## src/rtl/spi_con_pkg.sv

```systemverilog
// spi_con_pkg: link types, default constants and helpers shared by the SPI-style send and receive sides
package spi_con_pkg;
  localparam int DEF_DATA_WIDTH      = 8;
  localparam int DEF_LINES           = 4;
  localparam int DEF_DATA_CLK_PERIOD = 6;
  typedef enum logic [1:0] {IDLE, TRANSMIT, GAP} state_e;
  function automatic int syms(input int data_width, input int lines);
    return data_width / lines;
  endfunction
endpackage

```

## src/rtl/spi_send_con.sv

```systemverilog
// spi_send_con: serialises a parallel word MSB-first over LINES data lines with data clock and active-low select
//   clk_in/rst_in : system clock, synchronous active-high reset
//   data_in       : word latched on an accepted trigger_in (only in IDLE)
//   busy_out      : high from the cycle after acceptance through the end of the gap
//   done_out      : one-cycle pulse on the last gap cycle
//   chip_*_out    : registered link outputs (symbol, data clock idle low, select idle high)
module spi_send_con
  import spi_con_pkg::*;
#(
  parameter int DATA_WIDTH      = DEF_DATA_WIDTH,
  parameter int LINES           = DEF_LINES,
  parameter int DATA_CLK_PERIOD = DEF_DATA_CLK_PERIOD
) (
  input  logic                  clk_in,
  input  logic                  rst_in,
  input  logic [DATA_WIDTH-1:0] data_in,
  input  logic                  trigger_in,
  output logic                  busy_out,
  output logic                  done_out,
  output logic [LINES-1:0]      chip_data_out,
  output logic                  chip_clk_out,
  output logic                  chip_sel_out
);
  localparam int SYMS = syms(DATA_WIDTH, LINES);
  localparam int PW = $clog2(DATA_CLK_PERIOD);
  localparam int SW = SYMS > 1 ? $clog2(SYMS) : 1;
  localparam logic [PW-1:0] P_LAST = PW'(DATA_CLK_PERIOD - 1);
  localparam logic [PW-1:0] P_HALF = PW'(DATA_CLK_PERIOD / 2);
  localparam logic [SW-1:0] S_LAST = SW'(SYMS - 1);
  if (DATA_WIDTH % LINES != 0 || DATA_CLK_PERIOD < 2) begin : g_param_check
    $error("spi_send_con: DATA_WIDTH must be a multiple of LINES and DATA_CLK_PERIOD >= 2");
  end
  state_e                  state_q;
  logic [PW-1:0]           pc_q, pc_d;
  logic [SW-1:0]           sc_q;
  logic [DATA_WIDTH-1:0]   sh_q, sh_d;
  logic                    sel_q, clk_q, busy_q, done_q;
  logic [LINES-1:0]        dat_q;
  assign pc_d = pc_q + PW'(1);
  assign sh_d = sh_q << LINES;
  assign busy_out      = busy_q;
  assign done_out      = done_q;
  assign chip_data_out = dat_q;
  assign chip_clk_out  = clk_q;
  assign chip_sel_out  = sel_q;
  // clk_q is loaded from the upcoming pc value so the registered clock lines up with pc;
  // symbols only change on the pc wrap, where the data clock is low.
  always_ff @(posedge clk_in) begin
    if (rst_in) begin
      state_q <= IDLE;
      pc_q    <= '0;
      sc_q    <= '0;
      sh_q    <= '0;
      sel_q   <= 1'b1;
      clk_q   <= 1'b0;
      dat_q   <= '0;
      busy_q  <= 1'b0;
      done_q  <= 1'b0;
    end else begin
      case (state_q)
        IDLE: if (trigger_in) begin
          state_q <= TRANSMIT;
          sh_q    <= data_in;
          dat_q   <= data_in[DATA_WIDTH-1 -: LINES];
          sel_q   <= 1'b0;
          busy_q  <= 1'b1;
          pc_q    <= '0;
          sc_q    <= '0;
        end
        TRANSMIT: if (pc_q == P_LAST) begin
          pc_q  <= '0;
          clk_q <= 1'b0;
          if (sc_q == S_LAST) begin
            state_q <= GAP;
            sel_q   <= 1'b1;
            dat_q   <= '0;
          end else begin
            sh_q  <= sh_d;
            dat_q <= sh_d[DATA_WIDTH-1 -: LINES];
            sc_q  <= sc_q + SW'(1);
          end
        end else begin
          pc_q  <= pc_d;
          clk_q <= pc_d >= P_HALF;
        end
        GAP: if (pc_q == P_LAST) begin
          state_q <= IDLE;
          pc_q    <= '0;
          sc_q    <= '0;
          busy_q  <= 1'b0;
          done_q  <= 1'b0;
        end else begin
          pc_q   <= pc_d;
          done_q <= pc_d == P_LAST;
        end
        default: state_q <= IDLE;
      endcase
    end
  end
endmodule

```

## config.mk

```make
export PLATFORM = sky130hd
export DESIGN_NAME = spi_send_con
export DESIGN_NICKNAME = d
export VERILOG_FILES = /design/src/rtl/spi_con_pkg.sv /design/src/rtl/spi_send_con.sv
export SDC_FILE = /design/constraint.sdc
export NUM_CORES = 1
export LEC_CHECK = 0
export BUFFER_PORTS_ARGS = -buffer_cell sky130_fd_sc_hd__buf_2
export CAP_MARGIN = 30
export CORE_MARGIN = 5
export CORE_UTILIZATION = 60
export CTS_BUF_LIST = sky130_fd_sc_hd__clkbuf_8
export CTS_CLUSTER_SIZE = 8
export DETAILED_ROUTE_END_ITERATION = 7
export PLACE_DENSITY = 0.88
export REMOVE_ABC_BUFFERS = 1
export SETUP_SLACK_MARGIN = 0.15
export SYNTH_ARGS = -nofsm -noshare
export SYNTH_HDL_FRONTEND = slang
export SYNTH_SLANG_ARGS = --single-unit
```

## constraint.sdc

```tcl
create_clock -name clk_in -period 2.5 [get_ports clk_in]
set_input_delay 0.125 -clock clk_in [delete_from_list [all_inputs] [get_ports clk_in]]
set_output_delay 0.125 -clock clk_in [all_outputs]
set_load 0.1 [all_outputs]
```

# [Word level (Yosys, flattened, before mapping)]
# Cells that the tools add are included.
[word_totals] word_cells=62 ff_bits=18 input_bits=11
[op_classes] n_eq_ne=9 magnitude_cmp=1 n_reduce_logical=13 add_sub_neg=2 n_mux=28
[op_table] op="$mux W4" n=6
[op_table] op="$pmux W4 S2" n=2
[op_table] op="$reduce_and A4 Y1" n=4
[op_table] op="$ne A2 B2 Y1 const B" n=5
[op_table] op="$mux W1" n=9
[op_table] op="$mux W2" n=4
[op_table] op="$eq A3 B3 Y1 const B" n=2
[op_table] op="$mux W3" n=2
[op_table] op="$pmux W2 S3" n=1
[op_table] op="$pmux W3 S2" n=1
[op_table] op="$reduce_and A3 Y1" n=2
[op_table] op="$reduce_bool A2 Y1" n=3
[op_table] op="$pmux W1 S2" n=2
[op_table] op="$add A3 B1 Y3 const B" n=1
[op_table] op="$ge A3 B2 Y1 const B" n=1
[op_table] op="$pmux W1 S3" n=1
[op_table] op="$reduce_bool A3 Y1" n=1
[op_table] op="$eq A2 B1 Y1 const B" n=1
[op_table] op="$eq A2 B2 Y1 const B" n=1
[op_table] op="$logic_not A2 Y1" n=1
[op_table] op="$reduce_and A2 Y1" n=1
[op_table] op="$reduce_or A2 Y1" n=1
[op_table] op="$add A1 B1 Y1 const B" n=1

# [Logic depth before layout (Yosys ltp)]
[logic_depth] ltp_word=4 mapped_depth=6 ltp_nobuf=5

# [Worst setup path before layout]
# Ideal clock, no wire load.
[synth_timing] path_type="reg2reg" from="reg state_q[0]" to="reg dat_q[0], in the netlist chip_data_out[0]" stages_incl_launch_ff=7 path_buffers=1 arrival_ns=1.384 period_less_slack_ns=1.480 path_slack_ns=1.020 cell_sequence="dfxtp_1 > inv_1 > ha_1 > nor2b_1 > buf_2 > a21o_1 > a221oi_1"
[synth_between] elab_chain_len=3 word_cells_on_any_way=7 cone_classes="eq/ne: 3; mux: 1; reduce/logical: 3"
[synth_lines] item="start, declared" line_no="spi_send_con.sv:33" text="state_e state_q;"
[synth_lines] item="start signal, assigned" line_no="spi_send_con.sv:50" text="state_q <= IDLE;"
[synth_lines] item="start signal, assigned" line_no="spi_send_con.sv:62" text="state_q <= TRANSMIT;"
[synth_lines] item="start signal, assigned" line_no="spi_send_con.sv:74" text="state_q <= GAP;"
[synth_lines] item="$eq A2 B1 Y1 / $logic_not A2 Y1 (equally long branches)" line_no="spi_send_con.sv:60" text="case (state_q)"
[synth_lines] item="$ne A2 B2 Y1 (no line) / $reduce_bool A2 Y1 (equally long branches)"
[synth_lines] item="$reduce_and A3 Y1 (no line)"
[synth_lines] item="end signal, assigned" line_no="spi_send_con.sv:64" text="dat_q <= data_in[DATA_WIDTH-1 -: LINES];"
[synth_lines] item="end signal, assigned" line_no="spi_send_con.sv:79" text="dat_q <= sh_d[DATA_WIDTH-1 -: LINES];"
[synth_lines] item="end, declared" line_no="spi_send_con.sv:38" text="logic [LINES-1:0] dat_q;"
# Parallel ways exist; a longest one is shown, timed or not.
# A chain may end at the register's enable or synchronous reset.

# [Worst setup path in the final report]
[layout_timing] from="reg state_q[0]" to="reg dat_q[2], in the netlist chip_data_out[2]"
# Same word-level chain as after synthesis.

==> summary.txt <==
Critical path
  – Worst Path Max Fanout: 10
  – CP delay by family, top: simple AND/OR/NAND/NOR gates
  – CP Buf/Inv Count: 1
  – Crit path max-delay cell type: nor2b_1
  – Reg2Reg Depth: 5
  – R2R Setup Slk: slightly below 800 ps
  – Worst flop-to-flop path endpoint: chip_data_out[2]
  – CP cell instances: inv_1 -> ha_1 -> nor2b_1 -> a211oi_1 -> a221oi_1
  – Worst setup EP type: register
  – WS Path Type: reg -> reg
  – CP peak stage delay: 520 ps
  – Worst EP required: about 2700 ps
  – WP data arrival: ~1900 ps
  – Startpoint types: register
  – Worst r2r src: state_q[0]

Global routing
  – Largest net degree at the start of global routing: 23
  – Total track usage: roughly 17%
  – Vias in the first global route: around 820
  – Initial antenna violation count: 0
  – GRT Residual Overflow: 0
  – First-pass GRT wire length: 3.52 mm

Worst hold path
  – Hold Path Origin: data_in[3]
  – Hold depth: 3
  – WHS Endpoint: sh_q[3]
  – Hold Path Class: in -> reg

Layout
  – Final cell count without fillers: 148
  – P&R area growth vs syn: 13.6%
  – Finished Cell Area: 0.00115 mm^2
  – Nets: 150
  – Share of cells above drive strength 1: between 10% and 20%
  – Diode count: 0

Floorplanning
  – Core Area: ~0.0016 mm^2
  – Die area: ~0.0026 mm^2
  – Io pins: 19
  – DIE HEIGHT: 51.1 um
  – Starting density of the core: between 60 and 70%
  – Placement row count: 14
  – Die Wd: slightly above 50 um

Placement
  – DP Wirelength: roughly 1.6 mm
  – GPL Wtd Cong: between 0.8 and 0.9
  – Inst Count DP: 144
  – Buffers on Ports: 18
  – Post-DP Area: ~0.0011 mm^2

Clock network
  – Clk_lat worst skew: about 250 ps
  – CTS Buf Count: 3
  – H-Tree Depth: 1
  – CTS Sinks: 18
  – Hold Buf Count CTS: 0
  – CTS max path bufs: 2
  – Root Buffer: clkbuf_8
  – Clock tree from TritonCTS: yes
  – Setup Fix Bufs, Post-CTS: 0
  – Resized Gates After CTS: 0
  – CTS clk-pin slew, worst paths: 70 ps

Synthesis
  – Largest area contributor in the netlist: dfxtp_1
  – Register area share after synthesis: between 30% and 40%
  – Cells after synthesis: around 120
  – Synth Warn #: 0
  – Number of library cell types mapped by synthesis: 30
  – #FFs+latches synth: 18
  – Top cells by area, synth: dfxtp_1, ha_1, nand2b_1
  – Post-Syn Area: around 0.0010 mm^2
  – Synth top area share: between 30 and 40%
  – Most used flip-flop cell after synthesis: dfxtp_1
  – Post-synth EDFFs: 0
  – Avg Inst Size Synth: 8.81 um^2
  – Async set-reset flop share out of synthesis: 0%

Routing
  – DRT iter0 DRCs: 25
  – DRT Pass-1 Iters: 5
  – Drc violations: 0
  – Routed Antenna Nets: 0
  – Detailed Route WL: 2.15 mm
  – Routed length per instance: between 10 and 15 um
  – Vias: between 800 and 900
  – Vias per cell: roughly 6.0

Pwr
  – Worst vdd ir: between 0.6 and 0.7 mV
  – Leak Pwr: about 0.48 nW
  – Pwr Density: 1220 mW/mm^2

Timing
  – Crit share post-route: about two thirds
  – WHS: ~110 ps
  – Max Freq: 583 MHz
  – Final Hold Viols: 0
  – TNS Setup: 0 ps
  – Worst Tran Pin Value: between 500 and 600 ps
  – RSZ-0062 raised after global routing: false
  – Max transition margin: between 60 and 70%
  – Final Skew: roughly 2.8 ps
  – Slew Limit Fails: 0
  – Tmin final: ~1700 ps
  – Final setup fails: 0

Outcome
  – Status: completed

Flow run
  – Max-Cap Viols: 0
[kinds of logic (layout without fill, tap and decap cells)]
kind of cell	count (synthesis)	after routing	synth area share, %
simple gates	41	41	23.9
xor+xnor	1	1	0.864
fa+ha+maj	6	6	7.41
mux	5	5	4.94
flops	18	18	35.6
compound gates	30	30	21.2
buf+inv	14	31	6.05
[cells in the mapped netlist, types with 2 or more instances]
cell,instances
a211oi_1,5
a21oi_1,6
a221oi_1,5
a31oi_1,3
and3b_1,4
buf_4,2
clkbuf_1,2
dfxtp_1,18
ha_1,6
inv_1,9
mux2i_1,5
nand2_1,8
nand2b_1,9
nand3b_1,3
nor2_1,5
nor2b_1,7
o21ai_0,2
o311ai_0,4
[metal layers]
layer | wire length [um] | part of all wire, % | up-vias | global-route usage (%)
met3 | 133 | 6.2 | 2 | 3.49
met2 | 1040 | 49 | 28 | 28.3
met5 | 0 | 0 | - | 0
met4 | 8 | 0.37 | 0 | 8.97
li1 | - | - | 450 | -
met1 | 963 | 45 | 412 | 21.7
[where the power goes]
group,switching (mW),total [mW],leakage [nW],internal [mW]
Clock,0.0931,0.233,0.0288,0.140
Combinational,0.522,0.751,0.309,0.229
Sequential,0.0614,0.421,0.148,0.360
Total,0.676,1.40,0.485,0.728
[worst max-delay path by stage]
stage               depth (start not counted)  slack (ps)               end  startpoint
floorplan                                   5        1030        state_q[0]  state_q[1]
global placement                            5         900  chip_data_out[2]  state_q[0]
detailed placement                          5         820  chip_data_out[1]  state_q[0]
CTS                                         5         790  chip_data_out[2]  state_q[0]
global route                                5         590  chip_data_out[2]  state_q[0]
finish                                      5         780  chip_data_out[2]  state_q[0]
[state kept, by name, summed over array words and instances, names as in the netlist]
signal,cells
chip_clk_out,1
chip_sel_out,1
pc_q,3
chip_data_out,4
busy_out,1
done_out,1
state_q,2
sh_q,4
sc_q,1
[through the flow]
| step | total power, mW | utilization, % | setup WS [ps] |
|---|---|---|---|
| 2_1_floorplan | 1.03 | - | 1030 |
| 4_1_cts | 1.41 | 73.8 | 789 |
| 5_1_grt | 1.49 | 73.8 | 590 |
| 6_report | 1.40 | 73.8 | 784 |
| 3_5_place_dp | 1.17 | 70.3 | 816 |
| 3_3_place_gp | 1.14 | 70.3 | 903 |
[tightest hold or removal path, cell delays in order]
cell	delay, ps
buf_2	90
nand2_1	40
a21oi_1	50
[cell usage in the layout (no fill, tap or decap), types with 2 or more instances in the layout]
cell	Yosys	layout
and3b_1	4	4
clkbuf_8	0	4
a31oi_1	3	3
nor2_1	5	5
ha_1	6	6
a211oi_1	5	5
o21ai_0	2	2
buf_2	1	18
inv_1	9	9
mux2i_1	5	5
nand2b_1	9	9
dfxtp_1	18	18
nand3b_1	3	3
nor2b_1	7	7
o311ai_0	4	4
a21oi_1	6	6
nand2_1	8	8
a221oi_1	5	5
[cell type report]
type | count | area (um^2)
clock buffer | 4 | 55.1
fill | 124 | 408
inverter | 9 | 33.8
multi-input combinational | 83 | 592
sequential | 18 | 360
tap | 16 | 20.0
timing repair buffer | 18 | 90.1
No activity file was read; power rests on OpenSTA's default activity.
